## config.mk

```make
export PLATFORM = sky130hd
export DESIGN_NAME = serial_add_ctrl
export DESIGN_NICKNAME = d
export VERILOG_FILES = /design/src/rtl/serial_add_ctrl.sv
export SDC_FILE = /design/constraint.sdc
export NUM_CORES = 1
export LEC_CHECK = 0
export CAP_MARGIN = 20
export CORE_MARGIN = 2
export CORE_UTILIZATION = 30
export CTS_CLUSTER_SIZE = 8
export DETAILED_ROUTE_END_ITERATION = 6
export PLACE_DENSITY_LB_ADDON = 0.3
export SYNTH_ARGS = -nofsm -noshare
export SYNTH_HDL_FRONTEND = slang
export SYNTH_SLANG_ARGS = --single-unit
export TNS_END_PERCENT = 50
```

## constraint.sdc

```tcl
create_clock -name i_clk -period 2.9 [get_ports i_clk]
set_input_delay 0.29 -clock i_clk [delete_from_list [all_inputs] [get_ports i_clk]]
set_output_delay 0.29 -clock i_clk [all_outputs]
set_load 0.05 [all_outputs]
```

## src/rtl/serial_add_ctrl.sv

```systemverilog
// Nibble-serial add sequencer driving an external 4-bit ripple adder, LSB nibble first.
// Optional macro SUB_MODE_EN adds an i_sub input that turns the operation into A - B.
module serial_add_ctrl #(
  parameter int NIBBLES = 4
) (
  input  logic                 i_clk,
  input  logic                 i_rst_n,
  input  logic                 i_start,
  input  logic [4*NIBBLES-1:0] i_op_a,
  input  logic [4*NIBBLES-1:0] i_op_b,
  input  logic                 i_cin,
`ifdef SUB_MODE_EN
  input  logic                 i_sub,
`endif
  output logic                 o_busy,
  output logic                 o_done,
  output logic [4*NIBBLES-1:0] o_sum,
  output logic                 o_cout,
  output logic [3:0]           o_add_a,
  output logic [3:0]           o_add_b,
  output logic                 o_add_c0,
  input  logic [3:0]           i_add_f,
  input  logic                 i_add_c4
);

  localparam int W  = 4 * NIBBLES;
  localparam int IW = (NIBBLES > 1) ? $clog2(NIBBLES) : 1;
  localparam logic [IW-1:0] LAST_IDX = IW'(NIBBLES - 1);

  typedef enum logic [1:0] {
    S_IDLE = 2'd0,
    S_RUN  = 2'd1,
    S_DONE = 2'd2
  } state_t;

  state_t        r_state;
  logic [IW-1:0] r_idx;
  logic [W-1:0]  r_a;
  logic [W-1:0]  r_b;
  logic          r_carry;

  logic [W-1:0]  w_b_in;
  logic          w_c_in;
  logic [IW+1:0] w_base;

  // Operand conditioning at the accepting edge: subtraction is A + ~B + 1.
  always_comb begin
`ifdef SUB_MODE_EN
    if (i_sub) begin
      w_b_in = ~i_op_b;
      w_c_in = 1'b1;
    end else begin
      w_b_in = i_op_b;
      w_c_in = i_cin;
    end
`else
    w_b_in = i_op_b;
    w_c_in = i_cin;
`endif
  end

  assign w_base = {r_idx, 2'b00};

  // Adder drive is a mux of registered state, held at zero outside RUN.
  always_comb begin
    o_add_a  = 4'h0;
    o_add_b  = 4'h0;
    o_add_c0 = 1'b0;
    if (r_state == S_RUN) begin
      o_add_a  = r_a[w_base +: 4];
      o_add_b  = r_b[w_base +: 4];
      o_add_c0 = r_carry;
    end else begin
      o_add_a  = 4'h0;
      o_add_b  = 4'h0;
      o_add_c0 = 1'b0;
    end
  end

  // Sequencer: latch operands, collect one F nibble per edge, pulse done once.
  always_ff @(posedge i_clk) begin
    if (!i_rst_n) begin
      r_state <= S_IDLE;
      r_idx   <= '0;
      r_a     <= '0;
      r_b     <= '0;
      r_carry <= 1'b0;
      o_sum   <= '0;
      o_cout  <= 1'b0;
      o_busy  <= 1'b0;
      o_done  <= 1'b0;
    end else begin
      case (r_state)
        S_IDLE: begin
          o_done <= 1'b0;
          if (i_start) begin
            r_state <= S_RUN;
            r_a     <= i_op_a;
            r_b     <= w_b_in;
            r_carry <= w_c_in;
            r_idx   <= '0;
            o_sum   <= '0;
            o_busy  <= 1'b1;
          end else begin
            o_busy <= 1'b0;
          end
        end
        S_RUN: begin
          o_sum[w_base +: 4] <= i_add_f;
          r_carry            <= i_add_c4;
          if (r_idx == LAST_IDX) begin
            r_state <= S_DONE;
            r_idx   <= '0;
            o_cout  <= i_add_c4;
            o_done  <= 1'b1;
          end else begin
            r_idx <= r_idx + 1'b1;
          end
        end
        S_DONE: begin
          r_state <= S_IDLE;
          o_done  <= 1'b0;
          o_busy  <= 1'b0;
        end
        default: begin
          r_state <= S_IDLE;
          r_idx   <= '0;
          o_done  <= 1'b0;
          o_busy  <= 1'b0;
        end
      endcase
    end
  end

endmodule

```

# Word level (Yosys, flattened, before mapping)
# Cells that the tools add are included.
[op_classes]
n_reduce_logical = 8
mux = 16
bitwise_logic = 1
n_mul = 0
order_cmp = 0
n_eq_ne = 5
n_div = 0
add_sub_neg = 2
shift = 4
[op_table]
columns = ["op", "n"]
rows = [
  ["16-bit case mux with 2 select lines", 1],
  ["16-bit by 5-bit indexed part select with 4-bit output", 2],
  ["16-bit bitwise mux", 1],
  ["16-bit two-way mux", 1],
  ["4-bit by 6-bit variable shift with 16-bit output, first input constant", 1],
  ["4-bit by 6-bit indexed part select with 16-bit output", 1],
  ["2-bit AND reduction", 6],
  ["2-bit two-way mux", 4],
  ["4-bit two-way mux", 2],
  ["4-bit negator with 6-bit output", 1],
  ["2-bit case mux with 3 select lines", 1],
  ["2-bit == test, second input constant", 2],
  ["1-bit case mux with 2 select lines", 2],
  ["2-bit case mux with 2 select lines", 1],
  ["1-bit two-way mux", 3],
  ["2-bit by 1-bit adder with 2-bit output, second input constant", 1],
  ["2-bit by 1-bit == test with 1-bit output, second input constant", 1],
  ["2-bit zero test", 1],
  ["2-bit by 1-bit != test with 1-bit output, second input constant", 1],
  ["2-bit != test, second input constant", 1],
  ["2-bit nonzero test", 1],
  ["1-bit NOT", 1],
]
[word_totals]
latchBits = 0
memories = 0
register_bits = 56
romBits = 0
wordCells = 45
ramBits = 0

# Logic depth before layout (Yosys ltp)
[logic_depth]
ltp_word = 4
mapped_depth = 6

# Worst setup path before layout
# No wires, ideal clock.
[synth_path]
path_type = "reg-to-output"
startpoint = "register r_idx[0]"
endpoint = "output o_add_a[1]"
path_buffers = 1
slack_ns = 1.141
stages_incl_launch_ff = 4
arrival_time_ns = 1.469
cell_sequence = "dfxtp_1 buf_6 mux4_2 and2_1"
[synth_between]
elab_chain_cells = 2
[synth_lines]
columns = ["item", "line", "rtl"]
rows = [
  ["from (decl)", "37", "logic [IW-1:0] r_idx;"],
  ["from (signal assigned)", "117", "r_idx <= r_idx + 1'b1;"],
  ["16-bit by 5-bit indexed part select with 4-bit output", "70", "o_add_a = r_a[w_base +: 4];"],
  ["4-bit two-way mux", "69", "if (r_state == S_RUN) begin"],
  ["to (decl)", "19", "output logic [3:0] o_add_a,"],
]
# No other way between the ends.

# Final worst setup path
[layout_path]
startpoint = "register r_state[0]"
endpoint = "output o_add_c0"
[layout_between]
elab_chain_cells = 2
[layout_lines]
columns = ["item", "line", "rtl"]
rows = [
  ["from (decl)", "36", "state_t r_state;"],
  ["from (signal assigned)", "83", "r_state <= S_IDLE;"],
  ["from (signal assigned)", "97", "r_state <= S_RUN;"],
  ["from (signal assigned)", "112", "r_state <= S_DONE;"],
  ["2-bit by 1-bit == test with 1-bit output", "69", ""],
  ["1-bit two-way mux", "69", ""],
  ["to (decl)", "21", "output logic o_add_c0,"],
]
# No other way between the ends.

==> qor.csv <==
stage;metric;value;unit
run_status;status;finished clean;
clock_network;post_cts_buffers;0;
route;viasPerCell;4.77;
timing;rsz0062_at_grt;no;
finish;fin_area;3370;sq um
clock_network;cts_root_buffer;clkbuf_8;
clock_network;cts_hold_buf;0;
clock_network;cts.sinks;56;
die;core-area;8130;sq um
clock_network;htreeDepth;2;
die;rows;33;
clock_network;clockBufferDepth;2;
placed_design;portBuffers;68;
clock_network;clk_pin_slew;0.10;ns
worst_setup_path;crit_arrival;2.37;ns
finish;seq_area;1120;sq um
synth;syn_nets;301;
synth;ys_types;33;
synth;yosysWarnings;0;
synth;syn_inst;254;
timing;tightest_slew;0.515;ns
timing;fmax;375;MHz
clock_network;insertion_delay;0.32;ns
route;drt_first_pass_iters;4;
route;route.vias.total;2017;
clock_network;cts-resized-gates;0;
timing;relSlewSlack;65.6;%
worst_setup_path;crit_path_max_fanout;14;
pwr;powerDensity;479;nW/um^2
timing;fin_skew;0.0112;ns
route;post_drt_wl_per_cell;13.6;microns
synth;synth-seq-cells;56;
global_routing;grt_max_degree;34;
route;drtIter0Drc;66;
run;max_cap_violations;0;
route;ant_nets;0;
worst_setup_path;r2r-start;r_idx[0];
synth;syn_avg_cell_area;9.85;sq um
die;die_h;95.3;microns
global_routing;grt_pass1_vias;2087;
hold_path;hold_path_class;reg -> reg;
timing;fin_crit_sh;91.9;%
timing;setup_violations;0;
worst_setup_path;worstPathRequired;2.61;ns
global_routing;grt_first_pass_wirelength;9.50;mm
placed_design;routabilityCongestion;0.780;
route;drc_errors;0;
global_routing;grt_antenna_before_repair;0;
worst_setup_path;crit_type;reg -> out;
die;initial_utilization;30.8;%
route;drt-total-wl;5.74;mm
finish;area_growth;34.6;%
die;dieArea;9090;sq um
die;chipWidth;95.3;microns
die;pin_count;69;
finish;nets;364;
worst_setup_path;start_kind;register;
clock_network;cts_tree;built;
finish;layout_common_cells;68 x nand2_1, 65 x clkdlybuf4s50_1, 56 x dfxtp_1, 30 x a21boi_1, 16 x a32o_1;
timing;report.final.slew_viol_count;0;
clock_network;numCtsBuffers;5;
finish;layout_commonest_cell;nand2_1;
worst_setup_path;end_kind;primary output;
placed_design;dp_hpwl;4.09;mm
timing;setup_tns;0;ns
timing;hold_violations;0;
placed_design;placed_area;3230;sq um
pwr;p_leak;1.26;nW
synth;ys_seq_area_share;44.8;%
synth;syn-cell-area;2500;sq um
finish;diodes;0;
hold_path;min_from;r_a[11];
pwr;ir_drop;0.231;mV
global_routing;track_usage;13.4;%
finish;drive_above_1_share;8.81;%
timing;min_period;2.66;ns
global_routing;gr-total-overflow;0;
worst_setup_path;startpoint;r_state[0];
finish;nFillCells;803;
finish;multi_input_area;1250;sq um
[per-layer routing]
metal | track usage (%) | vias up | routed length, microns
li1 | - | 1015 | -
met1 | 16.3 | 968 | 2600
met2 | 23.2 | 28 | 2850
met3 | 3.08 | 6 | 196
met4 | 4.71 | 0 | 83
met5 | 0 | - | 0
[kinds of logic (layout without fill, tap and decap cells)]
group / count (synthesis) / count (layout) / synth area share (%)
adder cells (fa/ha/maj): 6 / 6 / 3.00
multiplexers: 8 / 8 / 7.50
flip-flops: 56 / 56 / 44.8
AO/OA/AOI/OAI: 63 / 63 / 20.2
buffers and inverters: 23 / 87 / 5.35
AND/OR/NAND/NOR: 98 / 98 / 19.2
[through the flow]
step	instances	utilization (%)	total power, mW	setup slack (ns)	hold slack [ns]
floorplan	254	-	1.00	1.14	0.416
global placement	414	39.7	1.10	0.563	0.441
detailed placement	414	39.7	1.10	0.549	0.445
CTS	422	41.1	1.62	0.194	0.460
global route	423	41.4	1.68	0.0966	0.478
finish	423	41.4	1.61	0.236	0.456
[critical path, stage by stage, from the launching register on]
cell and delay, ns:
dfxtp_1 0.57, and2b_1 0.48, and2_1 0.21, clkdlybuf4s50_1 0.80
[report_power, final]
part	switching, mW	internal (mW)
sequential	0.0234	0.804
combinational	0.128	0.129
clock	0.268	0.262
total	0.419	1.19
[final timing paths]
| path | to | slack, ns | cells past startpoint |
|---|---|---|---|
| max | o_add_c0 | 0.24 | 3 |
| min | r_a[11] | 0.46 | 2 |
| max reg2reg | o_sum[13] | 0.71 | 6 |
| min reg2reg | r_a[11] | 0.46 | 2 |
[sequential cells by signal, summed over array words and instances (netlist names)]
| register | cells |
|---|---|
| r_a | 16 |
| o_cout | 1 |
| r_carry | 1 |
| r_b | 16 |
| o_sum | 16 |
| o_busy | 1 |
| r_state | 2 |
| o_done | 1 |
| r_idx | 2 |
[Yosys cell counts (all sizes together)]
cell type,instances,area (sq um)
nor2b,3,18.8
buf,12,92.6
a32o,16,160
o21ba,1,10.0
a32oi,1,8.76
nor3,1,5.00
and2b,1,7.51
a31oi,1,6.26
nor4b,1,8.76
o211a,1,10.0
a21oi,2,10.0
inv,5,18.8
a21boi,33,248
clkbuf,6,22.5
nor4,3,37.5
o21ai,3,15.0
nand2b,5,31.3
and3,1,6.26
mux4,8,188
or3b,1,8.76
dfxtp,56,1120
a21o,4,30.0
ha,6,75.1
o22ai,1,6.26
nor3b,1,18.8
and2,10,62.6
nand3,1,5.00
nand3b,2,15.0
nand2,68,255
[area by class of cell]
cell class,count,share of cell area (%)
repair buffers,74,21.8
clock inverters,3,1.37
multi-input cells,175,37.0
clock buffers,5,2.04
well taps,105,3.90
inverters,5,0.557
flip-flops and latches,56,33.3
(Power assumes the default switching activity.)
